--- src/rtl/fixed_point_pkg.sv ---
// fixed_point_pkg: shared fixed-point defaults, FSM encoding and saturation limits
package fixed_point_pkg;
    localparam int FP_WIDTH     = 14;
    localparam int FP_FRAC_BITS = 7;
    typedef enum logic [1:0] {IDLE, DIV, ROUND} fp_state_t;
    localparam logic signed [FP_WIDTH-1:0] MAX_POS = {1'b0, {(FP_WIDTH-1){1'b1}}};
    localparam logic signed [FP_WIDTH-1:0] MIN_NEG = {1'b1, {(FP_WIDTH-1){1'b0}}};
endpackage

--- src/rtl/fixed_point_round_sat.sv ---
// fixed_point_round_sat: round-half-to-even on a magnitude, apply sign, saturate to WIDTH bits
module fixed_point_round_sat
    import fixed_point_pkg::*;
#(
    parameter int WIDTH = FP_WIDTH,
    parameter int MAG_W = FP_WIDTH + FP_FRAC_BITS
) (
    input  logic [MAG_W-1:0]        mag,
    input  logic                    round,
    input  logic                    sticky,
    input  logic                    sign,
    output logic signed [WIDTH-1:0] result
);
    localparam logic [MAG_W:0] LIM_POS = (MAG_W+1)'((64'd1 << (WIDTH-1)) - 64'd1);
    localparam logic [MAG_W:0] LIM_NEG = LIM_POS + 1'b1;
    localparam logic signed [WIDTH-1:0] SAT_POS = {1'b0, {(WIDTH-1){1'b1}}};
    localparam logic signed [WIDTH-1:0] SAT_NEG = {1'b1, {(WIDTH-1){1'b0}}};

    logic [MAG_W:0] inc;
    logic [WIDTH-1:0] low;

    assign inc = {1'b0, mag} + (MAG_W+1)'(round & (sticky | mag[0]));
    assign low = inc[WIDTH-1:0];
    // negating a zero magnitude stays zero, so no negative zero appears
    assign result = sign ? (inc > LIM_NEG ? SAT_NEG : -low)
                         : (inc > LIM_POS ? SAT_POS : low);
endmodule

--- src/rtl/fixed_point_divider.sv ---
// fixed_point_divider: signed fixed-point a/b by restoring division, one quotient bit per cycle,
// with round-half-to-even, saturation and fixed latency.
module fixed_point_divider
    import fixed_point_pkg::*;
#(
    parameter int WIDTH     = FP_WIDTH,
    parameter int FRAC_BITS = FP_FRAC_BITS
) (
    input  logic                    clk,
    input  logic                    rst,
    input  logic                    start,
    input  logic signed [WIDTH-1:0] a,
    input  logic signed [WIDTH-1:0] b,
    output logic                    busy,
    output logic                    data_valid,
    output logic signed [WIDTH-1:0] Div_result,
    output logic                    div_by_zero
);
    localparam int N  = WIDTH + FRAC_BITS + 1;
    localparam int CW = $clog2(N);

    fp_state_t state, state_nx;
    logic sign, zero_b;
    logic [WIDTH-1:0] divisor, rem, mag_a, mag_b;
    logic [N-1:0] qr;
    logic [CW-1:0] cnt;
    logic [WIDTH:0] trial, diff;
    logic ge;
    logic signed [WIDTH-1:0] rounded;

    assign mag_a = a[WIDTH-1] ? -a : a;
    assign mag_b = b[WIDTH-1] ? -b : b;
    assign trial = {rem, qr[N-1]};
    assign diff  = trial - {1'b0, divisor};
    assign ge    = trial >= {1'b0, divisor};
    assign busy  = state != IDLE;

    always_comb begin
        state_nx = state == IDLE ? (start ? DIV : IDLE)
                 : state == DIV  ? (cnt == CW'(N-1) ? ROUND : DIV)
                 : IDLE;
    end

    always_ff @(posedge clk or negedge rst) begin
        if (!rst) state <= IDLE;
        else      state <= state_nx;
    end

    // qr starts as the shifted dividend and fills with quotient bits from the right
    always_ff @(posedge clk or negedge rst) begin
        if (!rst) begin
            sign        <= 1'b0;
            zero_b      <= 1'b0;
            divisor     <= '0;
            rem         <= '0;
            qr          <= '0;
            cnt         <= '0;
            data_valid  <= 1'b0;
            Div_result  <= '0;
            div_by_zero <= 1'b0;
        end else begin
            data_valid <= state == ROUND;
            if (state == IDLE && start) begin
                sign    <= a[WIDTH-1] ^ b[WIDTH-1];
                zero_b  <= b == '0;
                divisor <= mag_b;
                rem     <= '0;
                qr      <= {mag_a, {(FRAC_BITS+1){1'b0}}};
                cnt     <= '0;
            end else if (state == DIV) begin
                rem <= ge ? diff[WIDTH-1:0] : trial[WIDTH-1:0];
                qr  <= {qr[N-2:0], ge};
                cnt <= cnt + 1'b1;
            end
            if (state == ROUND) begin
                Div_result  <= rounded;
                div_by_zero <= zero_b;
            end
        end
    end

    // a zero divisor yields an all-ones quotient, which saturates by the sign of a
    fixed_point_round_sat #(.WIDTH(WIDTH), .MAG_W(N-1)) u_round_sat (
        .mag    (qr[N-1:1]),
        .round  (qr[0]),
        .sticky (rem != '0),
        .sign   (sign),
        .result (rounded)
    );
endmodule

--- config.mk ---
export PLATFORM = sky130hd
export DESIGN_NAME = fixed_point_divider
export DESIGN_NICKNAME = d
export VERILOG_FILES = /design/src/rtl/fixed_point_pkg.sv /design/src/rtl/fixed_point_round_sat.sv /design/src/rtl/fixed_point_divider.sv
export SDC_FILE = /design/constraint.sdc
export NUM_CORES = 1
export LEC_CHECK = 0
export ABC_CLOCK_PERIOD_IN_PS = 2800
export BUFFER_PORTS_ARGS = -buffer_cell sky130_fd_sc_hd__buf_2
export CAP_MARGIN = 30
export CORE_MARGIN = 4
export CORE_UTILIZATION = 40
export CTS_BUF_LIST = sky130_fd_sc_hd__clkbuf_4 sky130_fd_sc_hd__clkbuf_8
export CTS_CLUSTER_SIZE = 12
export DETAILED_ROUTE_END_ITERATION = 12
export GPL_TIMING_DRIVEN = 0
export PLACE_DENSITY = 0.71
export SETUP_SLACK_MARGIN = 0.4
export SLEW_MARGIN = 10
export SYNTH_ARGS = -nofsm -noshare
export SYNTH_HDL_FRONTEND = slang
export SYNTH_SLANG_ARGS = --single-unit
--- constraint.sdc ---
create_clock -name clk -period 2.8 [get_ports clk]
set_clock_uncertainty 0.05 [all_clocks]
set_input_delay 0.28 -clock clk [delete_from_list [all_inputs] [get_ports clk]]
set_output_delay 0.28 -clock clk [all_outputs]
set_load 0.01 [all_outputs]
# After elaboration in Yosys (flattened, before gate mapping)
# Cells that the tools add are included.
# op_classes
add_sub_neg,6
magnitude_cmp,3
n_eq_ne,3
n_mux,16
bitwise_logic,3
reduce_logical,6
# ops
op,count
14-bit 2-to-1 mux,8
22-bit 2-to-1 mux,2
14-bit negation,3
21-bit by 22-bit adder with 22-bit output,1
1-bit by 22-bit AND with 22-bit output,1
22-bit by 13-bit > comparator with 1-bit output (second input constant),1
22-bit by 14-bit > comparator with 1-bit output (second input constant),1
15-bit by 14-bit greater-or-equal comparator with 1-bit output,1
14-bit zero test,1
14-bit nonzero test,1
14-bit subtractor,1
5-bit 2-to-1 mux,2
2-bit 2-to-1 mux,3
5-bit by 1-bit adder with 5-bit output (second input constant),1
5-bit equality test (second input constant),1
2-bit nonzero test,2
2-bit by 1-bit equality test with 1-bit output (second input constant),1
2-bit equality test (second input constant),1
2-bit zero test,1
1-bit logical AND,1
1-bit 2-to-1 mux,1
1-bit OR,1
1-bit XOR,1
# word_totals
regBits,75
input_bits,31
out_inout_bits,17
wordCells,47

# Longest topological paths before layout
# depth
depth_word,7
depth_mapped,12

# By module
# A second synthesis with hierarchy kept.
# hier_totals
cells_unflattened,645
hier_area_um2,5647.9
# by_module_without_submodules
mod,n_inst,cells_per_inst,area_each_um2
fixed_point_divider,1,469,4405.5
fixed_point_round_sat,1,176,1242.4

# Worst setup path after synthesis
# OpenSTA, ideal clock, no wires.
# synth_timing
kind,reg-to-reg
startpoint,register qr[0]
endpoint,register Div_result[12]
arrival_ns,2.490
path_slack_ns,0.134
stages_incl_launch_ff,12
cell_sequence,dfrtp_1 -> and2_1 -> ha_1 -> nand2_1 -> o21ai_0 -> a211oi_1 -> or2_2 -> a41oi_2 -> or2_1 -> buf_6 -> nor2_1 -> o32a_1
# synth_via
elab_chain_len,5
# synth_rtl
item,line,source
start: declaration,fixed_point_divider.sv:25,logic [N-1:0] qr;
start signal: assignment,fixed_point_divider.sv:68,"qr <= {mag_a, {(FRAC_BITS+1){1'b0}}};"
start signal: assignment,fixed_point_divider.sv:72,"qr <= {qr[N-2:0], ge};"
1-bit by 22-bit AND with 22-bit output *,fixed_point_round_sat.sv:22,"assign inc = {1'b0, mag} + (MAG_W+1)'(round & (sticky | mag[0]));"
21-bit by 22-bit adder with 22-bit output *,fixed_point_round_sat.sv:22,
22-bit by 13-bit > comparator with 1-bit output (tied with other cells),fixed_point_round_sat.sv:26,: (inc > LIM_POS ? SAT_POS : low);
"14-bit 2-to-1 mux, on equally long branches","fixed_point_round_sat.sv:26, fixed_point_round_sat.sv:25",
14-bit 2-to-1 mux *,fixed_point_round_sat.sv:25,assign result = sign ? (inc > LIM_NEG ? SAT_NEG : -low)
end signal: assignment,fixed_point_divider.sv:76,Div_result <= rounded;
end: declaration,fixed_point_divider.sv:16,"output logic signed [WIDTH-1:0] Div_result,"
# Every way passes the cells marked *; elsewhere a longest branch is shown, timed or not.
# A chain may end at the register's enable or synchronous reset.

# Worst setup path in the final report
# layout_timing
startpoint,register rem[6]
endpoint,register Div_result[13]
# layout_via
elab_chain_len,7
# layout_rtl
item,line,source
start: declaration,fixed_point_divider.sv:24,"logic [WIDTH-1:0] divisor, rem, mag_a, mag_b;"
start signal: assignment,fixed_point_divider.sv:71,rem <= ge ? diff[WIDTH-1:0] : trial[WIDTH-1:0];
14-bit nonzero test *,fixed_point_divider.sv:86,".sticky (rem != '0),"
1-bit OR *,fixed_point_round_sat.sv:22,
1-bit by 22-bit AND with 22-bit output *,fixed_point_round_sat.sv:22,
21-bit by 22-bit adder with 22-bit output *,fixed_point_round_sat.sv:22,
22-bit by 13-bit > comparator with 1-bit output (tied with other cells),fixed_point_round_sat.sv:26,
"14-bit 2-to-1 mux, on equally long branches","fixed_point_round_sat.sv:26, fixed_point_round_sat.sv:25",
14-bit 2-to-1 mux *,fixed_point_round_sat.sv:25,
# Marked as above.

==> out/qor.csv <==
metric;value;unit
outcome;completed;
min_to;divisor[0];
synthArstFlopShare;100;%
setup_violations;0;
clk_latency;0.37;ns
numCtsBuffers;9;
drv_cap;0;
fillers;1200;
yosys-top-cells-area;dfrtp_1 (34%), nand2_1 (6.3%), o21ai_0 (4.7%);
antenna_cells;0;
drc_errors;0;
ir_drop;0.000553;V
antenna_found_initial;0;
reg2reg_depth;12;
synth.avg_cell_area;8.35;µm²
holdWs;0.155;ns
post_dp_cell_area;6060;µm²
met3_usage;4.31;%
grt_usage;19.4;%
hold_depth;3;
fin_area;7250;µm²
met2_usage;33.7;%
dp_hpwl;10500;µm
powerDensity;1260;nW/µm²
seqCellArea;1890;µm²
slowest_delay;0.46;ns
setup_tns;0;ns
slew_headroom;57.2;%
layout_worst_path_cycle_share;95.5;%
synth_area;5500;µm²
rrSetupSlack;0.13;ns
path_cells;nor4_2, nand4_1, nand2_2, ha_4, inv_4, nor2_4, and2_4, a41oi_4, or2_4, buf_6, nor3b_4, o21ai_1;
ys_seq_area_share;34.1;%
cp-start-kind;register;
tritoncts;done;
synthCells;659;
cts_buffer_depth;2;
hold_start;b[0];
fin_ws;0.125;ns
hold_viol_final;0;
grt_pass1_wl;25400;µm
r2r_start;rem[6];
critPathRequiredTime;3.00;ns
num_vias;5422;
yosysWarnings;0;
post_drt_wl_per_cell;16.4;µm
layout-drive-gt1-share;29.8;%
final_net_count;839;
io_buffer_count;47;
grt_max_degree;44;
rr_endpoint;Div_result[13];
die-area;15700;µm²
synth_common_cells;nand2_1 (93), dfrtp_1 (75), o21ai_0 (52), nor2_1 (45), nand3_1 (44);
drtAntennaViolNets;0;
grt.overflow.total;0;
cp_data_arrival_time;2.88;ns
htree_levels;3;
ys_ff_latch;75;
core;13300;µm²
first_global_vias;5152;
final_util;54.3;%
grtUsageMet1;24.0;%
finalCriticalPeriod;2.67;ns
drt-total-wl;15900;µm
ioPinCount;48;
drt-initial-drc-count;435;
crit_fanout;5;
die_y;125;µm
synth_top_area_share;34.1;%
crit_slowest_cell;dfrtp_1;
area_delta_synth_final;31.8;%
fmax;374;MHz
ys.flop_type;dfrtp_1;
synth.distinct_cells;73;
via_per_inst;5.61;
ctsRootBufferMaster;clkbuf_8;
synth.most_common_cell;nand2_1;
end_kind;register;
tightestPinTransition;0.642;ns
rows;42;
slew_violations;0;
hp-class;in2reg;
synth_edf_count;0;
critPathKind;reg2reg;
p_leak;3.00;nW
start_util;41.2;%
die_w;125;µm
clkTransAtPathRegs;0.08;ns
syn_nets;711;
dr.pass1.iters;5;
place_ws;-0.185;ns
multiInputGateArea;3730;µm²
cts.sinks;75;
synth_top_area_cell;dfrtp_1;
gp_congestion;0.870;
grt_setup_unrepaired;yes;
grt.busiest_layer;met2;
layout make-up:
type / count / share of cell area [%]
timing repair buffer: 117 / 11.7
multi-input combinational: 513 / 51.4
inverter: 35 / 1.85
sequential: 75 / 26.1
buffer: 36 / 2.95
clock inverter: 5 / 1.07
clock buffer: 10 / 1.90
tap: 176 / 3.04
worst max-delay path: cells and delay by family, from the launching register on:
family,cells,cell delay [ns]
compound gates,2,0.24
buf+inv,2,0.20
simple gates,7,1.43
flops,1,0.46
fa+ha+maj,1,0.17
state kept, by name (all words and copies together), names as in the netlist:
name and flops:
data_valid 1, cnt 5, rem 14, qr 22
sign 1, Div_result 14, zero_b 1, divisor 14
state 2, div_by_zero 1
kinds of logic after synthesis:
family                   synth area share (%)
AO/OA/AOI/OAI                            19.5
XOR/XNOR                                 7.16
adder cells (fa/ha/maj)                  4.91
buffers and inverters                    5.55
flip-flops                               34.1
multiplexers                             3.98
AND/OR/NAND/NOR                          24.8
per-layer routing:
metal	wire (µm)	share of wire [%]
met3	694	4.4
met2	8210	52
met5	0	0
met4	363	2.3
met1	6620	42
where the power goes:
part	switching (mW)	internal, mW
Clock	0.434	0.518
Sequential	0.449	1.56
Combinational	3.25	2.93
cell usage in the layout, fill, tap and decap left out, types with 5 or more instances in the layout:
cell type   n
ha_1       14
ha_4        5
mux2i_1    13
dfrtp_2    10
mux2_2      5
nand3_1    41
o211ai_1    5
buf_6      18
clkbuf_8   10
and3_4      5
buf_2      46
o21ai_1    12
o21a_1      7
dfrtp_1    65
o21ai_0    36
clkbuf_1   22
xnor2_1    27
o21ai_2     5
buf_4      59
nand2_1    90
a31oi_1    12
nand4_1    12
nor3_1     16
or3_1       7
a21oi_1    13
nand2b_1    6
xor2_1     16
inv_1      32
nor2_1     41
o22a_1      8
o22ai_2     5
o31ai_1     9
stage by stage:
stage	total power, mW	instances
finish	9.14	967
global route	9.81	967
CTS	8.37	945
detailed placement	6.51	883
global placement	6.45	882
floorplan	5.50	659
how the worst max path moves through the flow:
stage / from / end / slack [ns] / cells after the start
after floorplan: qr[0] / Div_result[12] / 0.33 / 11
after global placement: rem[9] / Div_result[13] / -0.18 / 12
after detailed placement: rem[8] / Div_result[13] / -0.19 / 12
after CTS: qr[8] / Div_result[13] / 0.20 / 11
after global routing: qr[1] / Div_result[13] / 0.01 / 11
final: rem[6] / Div_result[13] / 0.13 / 12
timing repair:
action	in CTS	in global routing
setup endpoints to repair	29	29
hold buffers	1	0
buffers inserted	44	22
pin swaps	33	30
gates cloned	2	0
resized for setup	64	48
endpoints found under the hold margin	32	0
No activity file was read; power rests on OpenSTA's default activity.
